[config.mk]
export PLATFORM = sky130hd
export DESIGN_NAME = param_shift_register
export DESIGN_NICKNAME = d
export VERILOG_FILES = /design/src/rtl/param_shift_register.sv
export SDC_FILE = /design/constraint.sdc
export NUM_CORES = 1
export LEC_CHECK = 0
export CAP_MARGIN = 0
export CORE_MARGIN = 2
export CORE_UTILIZATION = 30
export CTS_CLUSTER_SIZE = 40
export DETAILED_ROUTE_END_ITERATION = 10
export SYNTH_ARGS = -nofsm -noshare
export SYNTH_HDL_FRONTEND = slang
export SYNTH_SLANG_ARGS = --single-unit
[constraint.sdc]
create_clock -name clk -period 3.8 [get_ports clk]
set_input_delay 0.76 -clock clk [delete_from_list [all_inputs] [get_ports clk]]
set_output_delay 0.76 -clock clk [all_outputs]
set_load 0.05 [all_outputs]
[src/rtl/param_shift_register.sv]
// Parametrised universal register: hold, parallel load, clear, or a multi-bit
// shift/rotate executed one bit per clock, with a busy/done handshake.
module param_shift_register #(
    parameter int              WIDTH     = 8,
    parameter logic [WIDTH-1:0] RESET_VAL = '0,
    localparam int             SHW       = $clog2(WIDTH + 1)
) (
    input  logic             clk,
    input  logic             rst,
    input  logic             start,
    input  logic [2:0]       mode,
    input  logic [SHW-1:0]   shamt,
    input  logic [WIDTH-1:0] data_in,
    input  logic             ser_in,
    output logic [WIDTH-1:0] data_out,
    output logic             ser_out,
    output logic             busy,
    output logic             done,
    output logic             state_dbg
);

    localparam logic [2:0] M_HOLD = 3'd0;
    localparam logic [2:0] M_LOAD = 3'd1;
    localparam logic [2:0] M_SHL  = 3'd2;
    localparam logic [2:0] M_SHR  = 3'd3;
    localparam logic [2:0] M_ROL  = 3'd4;
    localparam logic [2:0] M_ROR  = 3'd5;
    localparam logic [2:0] M_ASR  = 3'd6;
    localparam logic [2:0] M_CLR  = 3'd7;

    typedef enum logic {IDLE = 1'b0, SHIFT = 1'b1} state_t;

    // Handshake: start is sampled only on an edge where busy=0; done pulses for
    // exactly one cycle alongside the final data_out, and a start in that same
    // cycle is accepted.

    state_t           state_q, state_d;
    logic [2:0]       op_q, op_d;
    logic [SHW-1:0]   cnt_q, cnt_d;
    logic [WIDTH-1:0] data_q, data_d;
    logic             ser_q, ser_d;
    logic             busy_q, busy_d;
    logic             done_q, done_d;
    logic [SHW-1:0]   n_clamped;
    logic [2:0]       op_sel;
    logic [WIDTH:0]   step_res;

    // One 1-bit step; returns {bit that left, new contents}.
    function automatic logic [WIDTH:0] step_fn(input logic [2:0] op,
                                               input logic [WIDTH-1:0] d,
                                               input logic so,
                                               input logic si);
        logic [WIDTH:0] r;
        r = {so, d};
        case (op)
            M_SHL:   r = {d[WIDTH-1], d[WIDTH-2:0], si};
            M_SHR:   r = {d[0], si, d[WIDTH-1:1]};
            M_ROL:   r = {d[WIDTH-1], d[WIDTH-2:0], d[WIDTH-1]};
            M_ROR:   r = {d[0], d[0], d[WIDTH-1:1]};
            M_ASR:   r = {d[0], d[WIDTH-1], d[WIDTH-1:1]};
            default: r = {so, d};
        endcase
        return r;
    endfunction

    assign n_clamped = (shamt > SHW'(WIDTH)) ? SHW'(WIDTH) : shamt;
    assign op_sel    = (state_q == IDLE) ? mode : op_q;
    assign step_res  = step_fn(op_sel, data_q, ser_q, ser_in);

    always_comb begin
        state_d = state_q;
        op_d    = op_q;
        cnt_d   = cnt_q;
        data_d  = data_q;
        ser_d   = ser_q;
        busy_d  = busy_q;
        done_d  = 1'b0;
        case (state_q)
            IDLE: begin
                if (start) begin
                    op_d = mode;
                    case (mode)
                        M_HOLD: done_d = 1'b1;
                        M_LOAD: begin
                            data_d = data_in;
                            done_d = 1'b1;
                        end
                        M_CLR: begin
                            data_d = RESET_VAL;
                            done_d = 1'b1;
                        end
                        default: begin
                            if (n_clamped == '0) begin
                                done_d = 1'b1;
                            end else begin
                                {ser_d, data_d} = step_res;
                                if (n_clamped == SHW'(1)) begin
                                    done_d = 1'b1;
                                end else begin
                                    state_d = SHIFT;
                                    busy_d  = 1'b1;
                                    cnt_d   = n_clamped - SHW'(1);
                                end
                            end
                        end
                    endcase
                end
            end
            SHIFT: begin
                {ser_d, data_d} = step_res;
                // cnt holds the steps still owed, including this one.
                if (cnt_q != '0) cnt_d = cnt_q - SHW'(1);
                if (cnt_q <= SHW'(1)) begin
                    state_d = IDLE;
                    busy_d  = 1'b0;
                    done_d  = 1'b1;
                end
            end
            default: state_d = IDLE;
        endcase
    end

    always_ff @(posedge clk or negedge rst) begin
        if (!rst) begin
            state_q <= IDLE;
            op_q    <= M_HOLD;
            cnt_q   <= '0;
            data_q  <= RESET_VAL;
            ser_q   <= 1'b0;
            busy_q  <= 1'b0;
            done_q  <= 1'b0;
        end else begin
            state_q <= state_d;
            op_q    <= op_d;
            cnt_q   <= cnt_d;
            data_q  <= data_d;
            ser_q   <= ser_d;
            busy_q  <= busy_d;
            done_q  <= done_d;
        end
    end

    assign data_out  = data_q;
    assign ser_out   = ser_q;
    assign busy      = busy_q;
    assign done      = done_q;
    assign state_dbg = state_q;

endmodule

==> parameters.txt <==
Parameter                              Value

Run status
  Status    completed

Synthesis
  Mux contribution to synthesized area    10.32%
  Synthesized instance count    153
  Net count after synthesis    between 150 and 200
  Number of register bits inferred by synthesis    19
  Parity-gate share of the synthesized area counting xor and xnor cells    3.440%
  Ranking of synthesized cells by area    sky130_fd_sc_hd__dfrtp_1 (32%), sky130_fd_sc_hd__o21ai_0 (5.0%), sky130_fd_sc_hd__ha_1 (4.2%), sky130_fd_sc_hd__nand2_1 (3.8%), sky130_fd_sc_hd__a21oi_1 (3.7%)
  Cell area after synthesis    1491 µm²
  Unique cell type count in the Yosys netlist    43
  Number of enable-type register cells in the synthesized netlist    0
  Post-Synthesis Mean Instance Area    just under 10 µm²
  Adder and majority gate portion of the synthesized area    under 10%
  Synth Area in Simple Gates    18.71%
  Fraction of the mapped netlist area in compound gates    about a quarter
  Largest area contributor in the netlist    sky130_fd_sc_hd__dfrtp_1
  FFs w/ async S/R, synth    100.0%
  Combinational family with the most area after synthesis    compound AO/OA/AOI/OAI gates
  Area share of the largest cell type after synthesis    between 30% and 40%
  Part of the Yosys area used for sequential elements    between 30% and 40%
  Prevailing post-synth register cell    sky130_fd_sc_hd__dfrtp_1
  Yosys warnings    0

Floorplanning
  Starting density of the core    around a third
  Width of the die    roughly 75 µm
  Total number of placement rows    25
  Num ports    31
  Chip height    74.51 µm
  Area of the core    roughly 4800 µm²
  Area of the die    ~5600 µm²

STA
  Share of the clock period used by the worst path after layout    77.02%
  Relative max-transition margin    between 30% and 40%
  Worst hold margin    roughly 0.52 ns
  Final setup slack of the worst path    0.8734 ns
  Slew @ Worst Pin    0.8993 ns
  Setup TNS    0 ns
  Minimum clock period after layout    between 2 and 3 ns
  # setup viols final    0
  Achievable frequency    around 0.34 GHz
  Final Hold Vio Count    0
  Post-route clock skew    around 0.0033 ns
  Unrepaired setup endpoints after global routing    no
  Final max-slew violation count    0

Clocking
  Root buffer cell    sky130_fd_sc_hd__clkbuf_8
  Number of buffers inserted during clock tree synthesis    3
  Sink Count    19
  CTS tree    built
  Clk_lat worst skew    between 0.2 and 0.3 ns
  Gates resized, CTS repair    0
  H-tree levels    1
  Hold-fix buffer count after cts    0
  Post-CTS setup buffer count    0
  Clock transition at the register clock pins on the worst setup and hold paths after CTS    0.07 ns
  CTS Buffer Depth    2

Power and ir drop
  Internal power contribution    around 0.83 mW
  Combinational share of power    66.3%
  Proportion of power drawn by flip-flops and latches    25.1%
  Maximum vdd drop    0.2282 mV
  Share of power burned in the clock network    8.6%
  Design Power    around 1.7 mW
  Switching pwr    approximately 0.83 mW
  Switching share of power    ~50%
  Leak pwr    a little over 0.7 nW
  Pwr dens    between 900 and 1000 nW/µm²

Critical path
  Delay of the slowest cell on the worst path    a little over 0.6 ns
  Arrival time of data at the critical path endpoint    3.07 ns
  Crit path max-delay cell type    sky130_fd_sc_hd__o221a_1
  Required time of the worst setup path    ~4.0 ns
  Critical-path cell list    clkdlybuf4s50_1 -> nand2b_1 -> ha_1 -> nor4b_4 -> a21oi_1 -> o221a_1 -> nand3_2 -> mux2_4
  Crit Path Class    in2reg
  Largest fanout on the critical path    17
  Sum of buffers and inverters on the critical path    1
  Worst setup EP type    flop
  Type of element launching the critical path    primary input
  Family with the most delay on the worst path    compound AO/OA/AOI/OAI gates

Global routing
  Wire length of the first global-routing pass    roughly 6000 µm
  Maximum number of pins on one net before global-route repair    26
  Number of global-route vias before repair    around 1200
  Total congestion overflow    0
  Antenna violations before repair    0
  Global-route usage over all layers    between 10% and 20%

Job
  Count of max-cap constraint violations    0

Detailed routing
  Violation count after the first detailed-route iteration    about 60
  Avg WL per Cell    around 14 µm
  Via total after detailed routing    ~1300
  Residual antenna-violating net count after detailed routing    0
  Drt via density    approximately 5.1
  DRC viols    0
  First-pass iteration count of the detailed router    4
  Total wire length    3586 µm

Finish
  Final Non-Filler Cells    about 250
  Share of final-layout standard cells stronger than drive strength 1    14.36%
  Multi-input combinational cell area    just over 900 µm²
  Antenna fix cells    0
  Layout Area Growth over Synthesis    24.08%
  Final net count    a little over 200
  Final cell utilization of the core    between 30% and 40%
  Filler Cells Inserted    approximately 530
  Final Instance Area    around 1900 µm²
  Footprint of the flip-flops and latches    about 480 µm²

Placed design
  Estimated wirelength of the detail-placed design    ~2600 µm
  Port buffer count    30
  DP Cell Count    244
  Gpl congestion    a little over 0.8
  Placement-stage cell area    approximately 1800 µm²
  Post-place setup slack    0.6065 ns

Worst hold path
  Worst min-delay path category    reg2reg
area by class of cell:
cell class | instances | share of cell area, %
Clock buffer | 4 | 2.434
Inverter | 7 | 1.420
Multi-Input combinational cell | 120 | 49.29
Sequential cell | 19 | 25.69
Tap cell | 67 | 4.530
Timing Repair Buffer | 31 | 16.63
path summary, 6_finish.rpt:
kind | startpoint | to | slack [ns] | cells past startpoint
worst max-delay path | shamt[3] | ser_out | 0.87 | 8
max in group asynchronous | rst | cnt_q[1] | 2.24 | 1
worst min register to register | ser_out | ser_out | 0.52 | 1
min in group asynchronous | rst | busy | 1.01 | 1
worst max register to register | state_dbg | ser_out | 1.71 | 6
worst min-delay path | ser_out | ser_out | 0.52 | 1
cells in the mapped netlist (3+ instances only):
cell	count
sky130_fd_sc_hd__inv_1	6
sky130_fd_sc_hd__nor2_1	4
sky130_fd_sc_hd__buf_6	4
sky130_fd_sc_hd__mux2_2	3
sky130_fd_sc_hd__nor2b_1	4
sky130_fd_sc_hd__o21ai_0	15
sky130_fd_sc_hd__mux2i_1	4
sky130_fd_sc_hd__nand2_1	15
sky130_fd_sc_hd__xnor2_1	3
sky130_fd_sc_hd__nor3_1	4
sky130_fd_sc_hd__a31oi_1	8
sky130_fd_sc_hd__o211ai_1	3
sky130_fd_sc_hd__o221ai_1	6
sky130_fd_sc_hd__nand3_1	6
sky130_fd_sc_hd__a21oi_1	11
sky130_fd_sc_hd__ha_1	5
sky130_fd_sc_hd__dfrtp_1	19
cells in the final DEF (no fill, tap or decap), drive strengths merged, types with 2 or more instances in the layout:
| cell | n |
|---|---|
| mux2i | 7 |
| a31oi | 9 |
| xnor2 | 4 |
| nor4b | 2 |
| clkdlybuf4s50 | 30 |
| nor2b | 4 |
| o21a | 2 |
| o211ai | 3 |
| nand2b | 2 |
| ha | 5 |
| nor3 | 5 |
| nand3 | 8 |
| or2 | 2 |
| nand2 | 15 |
| inv | 7 |
| o21ai | 15 |
| a21oi | 12 |
| mux2 | 5 |
| clkbuf | 4 |
| o221ai | 6 |
| nor2 | 6 |
| dfrtp | 19 |
power groups by stage:
| stage | Sequential (mW) | Combinational (mW) | Clock (mW) |
|---|---|---|---|
| floorplan | 0.601 | 0.673 | 0 |
| global placement | 0.419 | 1.10 | 0 |
| detailed placement | 0.420 | 1.11 | 0 |
| CTS | 0.417 | 1.11 | 0.146 |
| global route | 0.433 | 1.20 | 0.156 |
| finish | 0.418 | 1.11 | 0.142 |
cell families (layout without fill, tap and decap cells):
kind of cell / count (synthesis) / in the layout
AO/OA/AOI/OAI: 53 / 53
AND/OR/NAND/NOR: 45 / 45
flip-flops: 19 / 19
buffers and inverters: 14 / 42
multiplexers: 12 / 12
adder cells (fa/ha/maj): 5 / 5
XOR/XNOR: 5 / 5
worst reg2reg max path: stages, from the launching register on:
cell                      delay, ns
sky130_fd_sc_hd__dfrtp_1       0.32
sky130_fd_sc_hd__buf_4         0.33
sky130_fd_sc_hd__nor4b_4       0.10
sky130_fd_sc_hd__a21oi_1       0.15
sky130_fd_sc_hd__o221a_1       0.61
sky130_fd_sc_hd__nand3_2       0.14
sky130_fd_sc_hd__mux2_4        0.32
sequential cells by signal, summed over array words and instances, names as in the netlist:
register   cells
cnt_q          4
ser_out        1
data_out       8
busy           1
state_dbg      1
op_q           3
done           1
metal layers:
metal | vias up | GRT usage, % | part of all wire [%]
met5 | - | 0 | 0
met4 | 0 | 6.746 | 1.1
met2 | 25 | 20.85 | 49
met3 | 2 | 1.491 | 3.8
li1 | 631 | - | -
met1 | 614 | 20.10 | 46
No activity file was read; power rests on OpenSTA's default activity.
==> patch 1: new RTL, same flow settings <==
Remove the register `done_q`: a continuous assignment takes its place, so the output `done` follows one clock earlier.
--- a/src/rtl/param_shift_register.sv
+++ b/src/rtl/param_shift_register.sv
@@ -128,7 +128,6 @@
             data_q  <= RESET_VAL;
             ser_q   <= 1'b0;
             busy_q  <= 1'b0;
-            done_q  <= 1'b0;
         end else begin
             state_q <= state_d;
             op_q    <= op_d;
@@ -136,9 +135,10 @@
             data_q  <= data_d;
             ser_q   <= ser_d;
             busy_q  <= busy_d;
-            done_q  <= done_d;
         end
     end
+
+    assign done_q = done_d;
 
     assign data_out  = data_q;
     assign ser_out   = ser_q;
Formal check against the unedited RTL: not equivalent (a bounded check fails within 4 cycles, from zero or initial values and one cycle with rst low).
==> patch 1 against the unedited design <==
- worst hold slack worse by 0.022 ns
- routed wire length down 3.6%
- worst setup slack worse by 0.32 ns
- via count down 3.7%
- critical path depth down 1
- cell area down 4.3%
- power down 3.3%
- area after synthesis down 6.9%
- sequential cell count down 1
- utilization up 1.2 points
- highest routed layer unchanged
==> patch 1: results <==
export IMPL_status="finished, final reports clean"
export IMPL_cpMaxStageDelayCell="clkdlybuf4s50_1"
export IMPL_grt_pass1_vias=1238
export IMPL_ff2ff_path_depth=5
export IMPL_buffer_area_share_pct=17.95
export IMPL_grt_use_total_pct=14.35
export IMPL_fin_ws_ns=0.5545
export IMPL_skew_ns=0.004108
export IMPL_path_delay_family="buffers and inverters"
export IMPL_p_leak_uw=0.0007243
export IMPL_rrSetupSlack_ns=1.33
export IMPL_yosysSeqAreaShare_pct=32.43
export IMPL_synth_nets=172
export IMPL_grt_max_degree=25
export IMPL_tapCellCount=52
export IMPL_place_ws_ns=0.5594
export IMPL_slowest_delay_ns=0.54
export IMPL_cp_max_fo=5
export IMPL_cp_endpoint="done"
export IMPL_wl_per_cell_um=15.16
export IMPL_crit_arrival_ns=2.49
export IMPL_ys_types=37
export IMPL_combPwrFrac_pct=64.1
export IMPL_ir_drop_v=0.0002709
export IMPL_slew_headroom_pct=38.83
export IMPL_swShare_pct=49.21
export IMPL_p_clk_share_pct=9.8
export IMPL_fillers=415
export IMPL_place_hpwl_mm=2.654
export IMPL_multi_input_area_share_pct=48.34
export IMPL_multi_input_gates=116
==> patch 1: cell families (layout without fill, tap and decap cells) <==
kind of cell	Yosys count	in the layout	synth area share (%)
and+or+nand+nor	41	41	17.03
buffers and inverters	14	42	5.946
muxes	16	16	12.43
AOI/OAI and AO/OA	49	49	23.96
xor gates and xnor gates	5	5	3.694
DFF	18	18	32.43
adders and majority gates	5	5	4.505
==> patch 1: stage by stage <==
stage | hold slack (ns) | cell area [sq um] | cells | total power (uW)
floorplan | 0.4644 | 1389 | 148 | 1187
global placement | 0.4607 | 1715 | 224 | 1426
detailed placement | 0.4765 | 1715 | 224 | 1457
CTS | 0.4928 | 1770 | 228 | 1621
global route | 0.5163 | 1770 | 228 | 1730
finish | 0.4983 | 1770 | 228 | 1610
==> patch 1: layer usage <==
metal / GRT usage (%) / wire length [um] / vias up
met5: 0 / 0 / -
met4: 6.080 / 56 / 0
met3: 1.944 / 104 / 4
met2: 23.46 / 1722 / 25
met1: 19.08 / 1573 / 586
li1: - / - / 610
==> patch 2: new RTL, same settings <==
Made on the original files. The parameter `WIDTH` goes from 8 to 4.
--- a/src/rtl/param_shift_register.sv
+++ b/src/rtl/param_shift_register.sv
@@ -1,7 +1,7 @@
 // Parametrised universal register: hold, parallel load, clear, or a multi-bit
 // shift/rotate executed one bit per clock, with a busy/done handshake.
 module param_shift_register #(
-    parameter int              WIDTH     = 8,
+    parameter int              WIDTH     = 4,
     parameter logic [WIDTH-1:0] RESET_VAL = '0,
     localparam int             SHW       = $clog2(WIDTH + 1)
 ) (
Ports: changed (resized data_in, data_out and shamt); port bits go from 31 to 22. The function was not compared with the original's and may differ.
==> patch 2 against the unedited design <==
- worst setup slack improved by 0.13 ns
- routed wire length is 32% lower
- cell area fell by 27%
- power down 26%
- area after synthesis is 29% lower
- combinational power shrank 29%
- sequential cell count fell by 5
- critical path depth down 7
- first-iteration DRC count shrank 15%
- critical endpoint is now state_dbg
==> patch 2: results <==
export IMPL_rrSetupSlack_ns=1.51
export IMPL_hold_start="busy$_DFFE_PN0P_"
export IMPL_ff2ff_path_depth=5
export IMPL_path_delay_family="buffers and inverters"
export IMPL_skew_ns=0.006194
export IMPL_wl_met3_um=75
export IMPL_powerClk_uw=108
export IMPL_root_buffer="clkbuf_4"
export IMPL_synth_commonest_cells="dfrtp_1, a21oi_1, nand2_1"
export IMPL_ir_drop_v=0.0003372
export IMPL_place_ws_ns=1.116
export IMPL_sh_seq_area_pct=25.85
export IMPL_cpMaxStageDelayCell="clkdlybuf4s50_1"
export IMPL_routed_via_density=5.099
export IMPL_wl_met1_mm=1.136
export IMPL_synth_nets=133
export IMPL_p_leak_uw=0.0005732
export IMPL_grt_pass1_vias=906
export IMPL_met2_length_mm=1.207
export IMPL_synth_adder_area_share_pct=7.042
export IMPL_dr_max_layer_used="met4"
export IMPL_ys_types=34
export IMPL_fillers=379
export IMPL_place_hpwl_mm=1.934
export IMPL_cp_max_fo=20
export IMPL_yosysSeqAreaShare_pct=32.86
export IMPL_fin_cells=182
export IMPL_inv_count=5
export IMPL_clk_share_pct=2.678
export IMPL_slew_headroom_pct=50.50
export IMPL_n_all_buffers=21
export IMPL_coreArea_sq_um=3363
export IMPL_fin_nets=157
export IMPL_synth_compound_area_share_pct=20.66
export IMPL_placed_area_sq_um=1319
export IMPL_swShare_pct=47.85
export IMPL_status="finished, final reports clean"
export IMPL_synthCells=113
export IMPL_drive_above_1_share_pct=12.50
export IMPL_synthTopCellsByArea="dfrtp_1, mux2_2, ha_1"
export IMPL_hold_end="busy$_DFFE_PN0P_"
export IMPL_grt_max_degree=21
export IMPL_power_frac_seq_pct=26.6
export IMPL_slowest_delay_ns=0.93
export IMPL_holdWs_ns=0.4988
export IMPL_synthMuxAreaShare_pct=16.55
export IMPL_multi_input_gates=92
export IMPL_cts_clk_slew_worst_paths_ns=0.09
export IMPL_grt_use_total_pct=12.97
export IMPL_port_buffers=21
export IMPL_power_density_nw_per_um2=905.7
export IMPL_synth_xor_area_share_pct=4.108
export IMPL_buffer_area_share_pct=15.51
## patch 2: cell types whose count changed in the layout (fill, tap and decap cells not counted), sizes merged, moves of 4 or more
cell and delta:
clkdlybuf4s50 -9, a31oi -7, nand2 -6, o21ai -6
dfrtp -5, o221ai -5, nand3 -4
## patch 2: cell families after synthesis
kind of cell / Yosys count
muxes: 15
DFF: 14
AOI/OAI and AO/OA: 34
xor gates and xnor gates: 5
and+or+nand+nor: 32
adders and majority gates: 6
buffers and inverters: 7
## patch 2: worst max path at each step
stage | start | to | slack [ns] | cells past startpoint
after detailed placement | mode[0] | ser_out$_DFFE_PN0P_ | 1.12 | 6
after global placement | mode[0] | ser_out$_DFFE_PN0P_ | 1.13 | 6
final | state_dbg$_DFF_PN0_ | state_dbg | 1.00 | 1
after floorplan | state_dbg$_DFF_PN0_ | ser_out$_DFFE_PN0P_ | 1.73 | 6
after global routing | state_dbg$_DFF_PN0_ | state_dbg | 0.87 | 1
after CTS | state_dbg$_DFF_PN0_ | state_dbg | 0.97 | 1
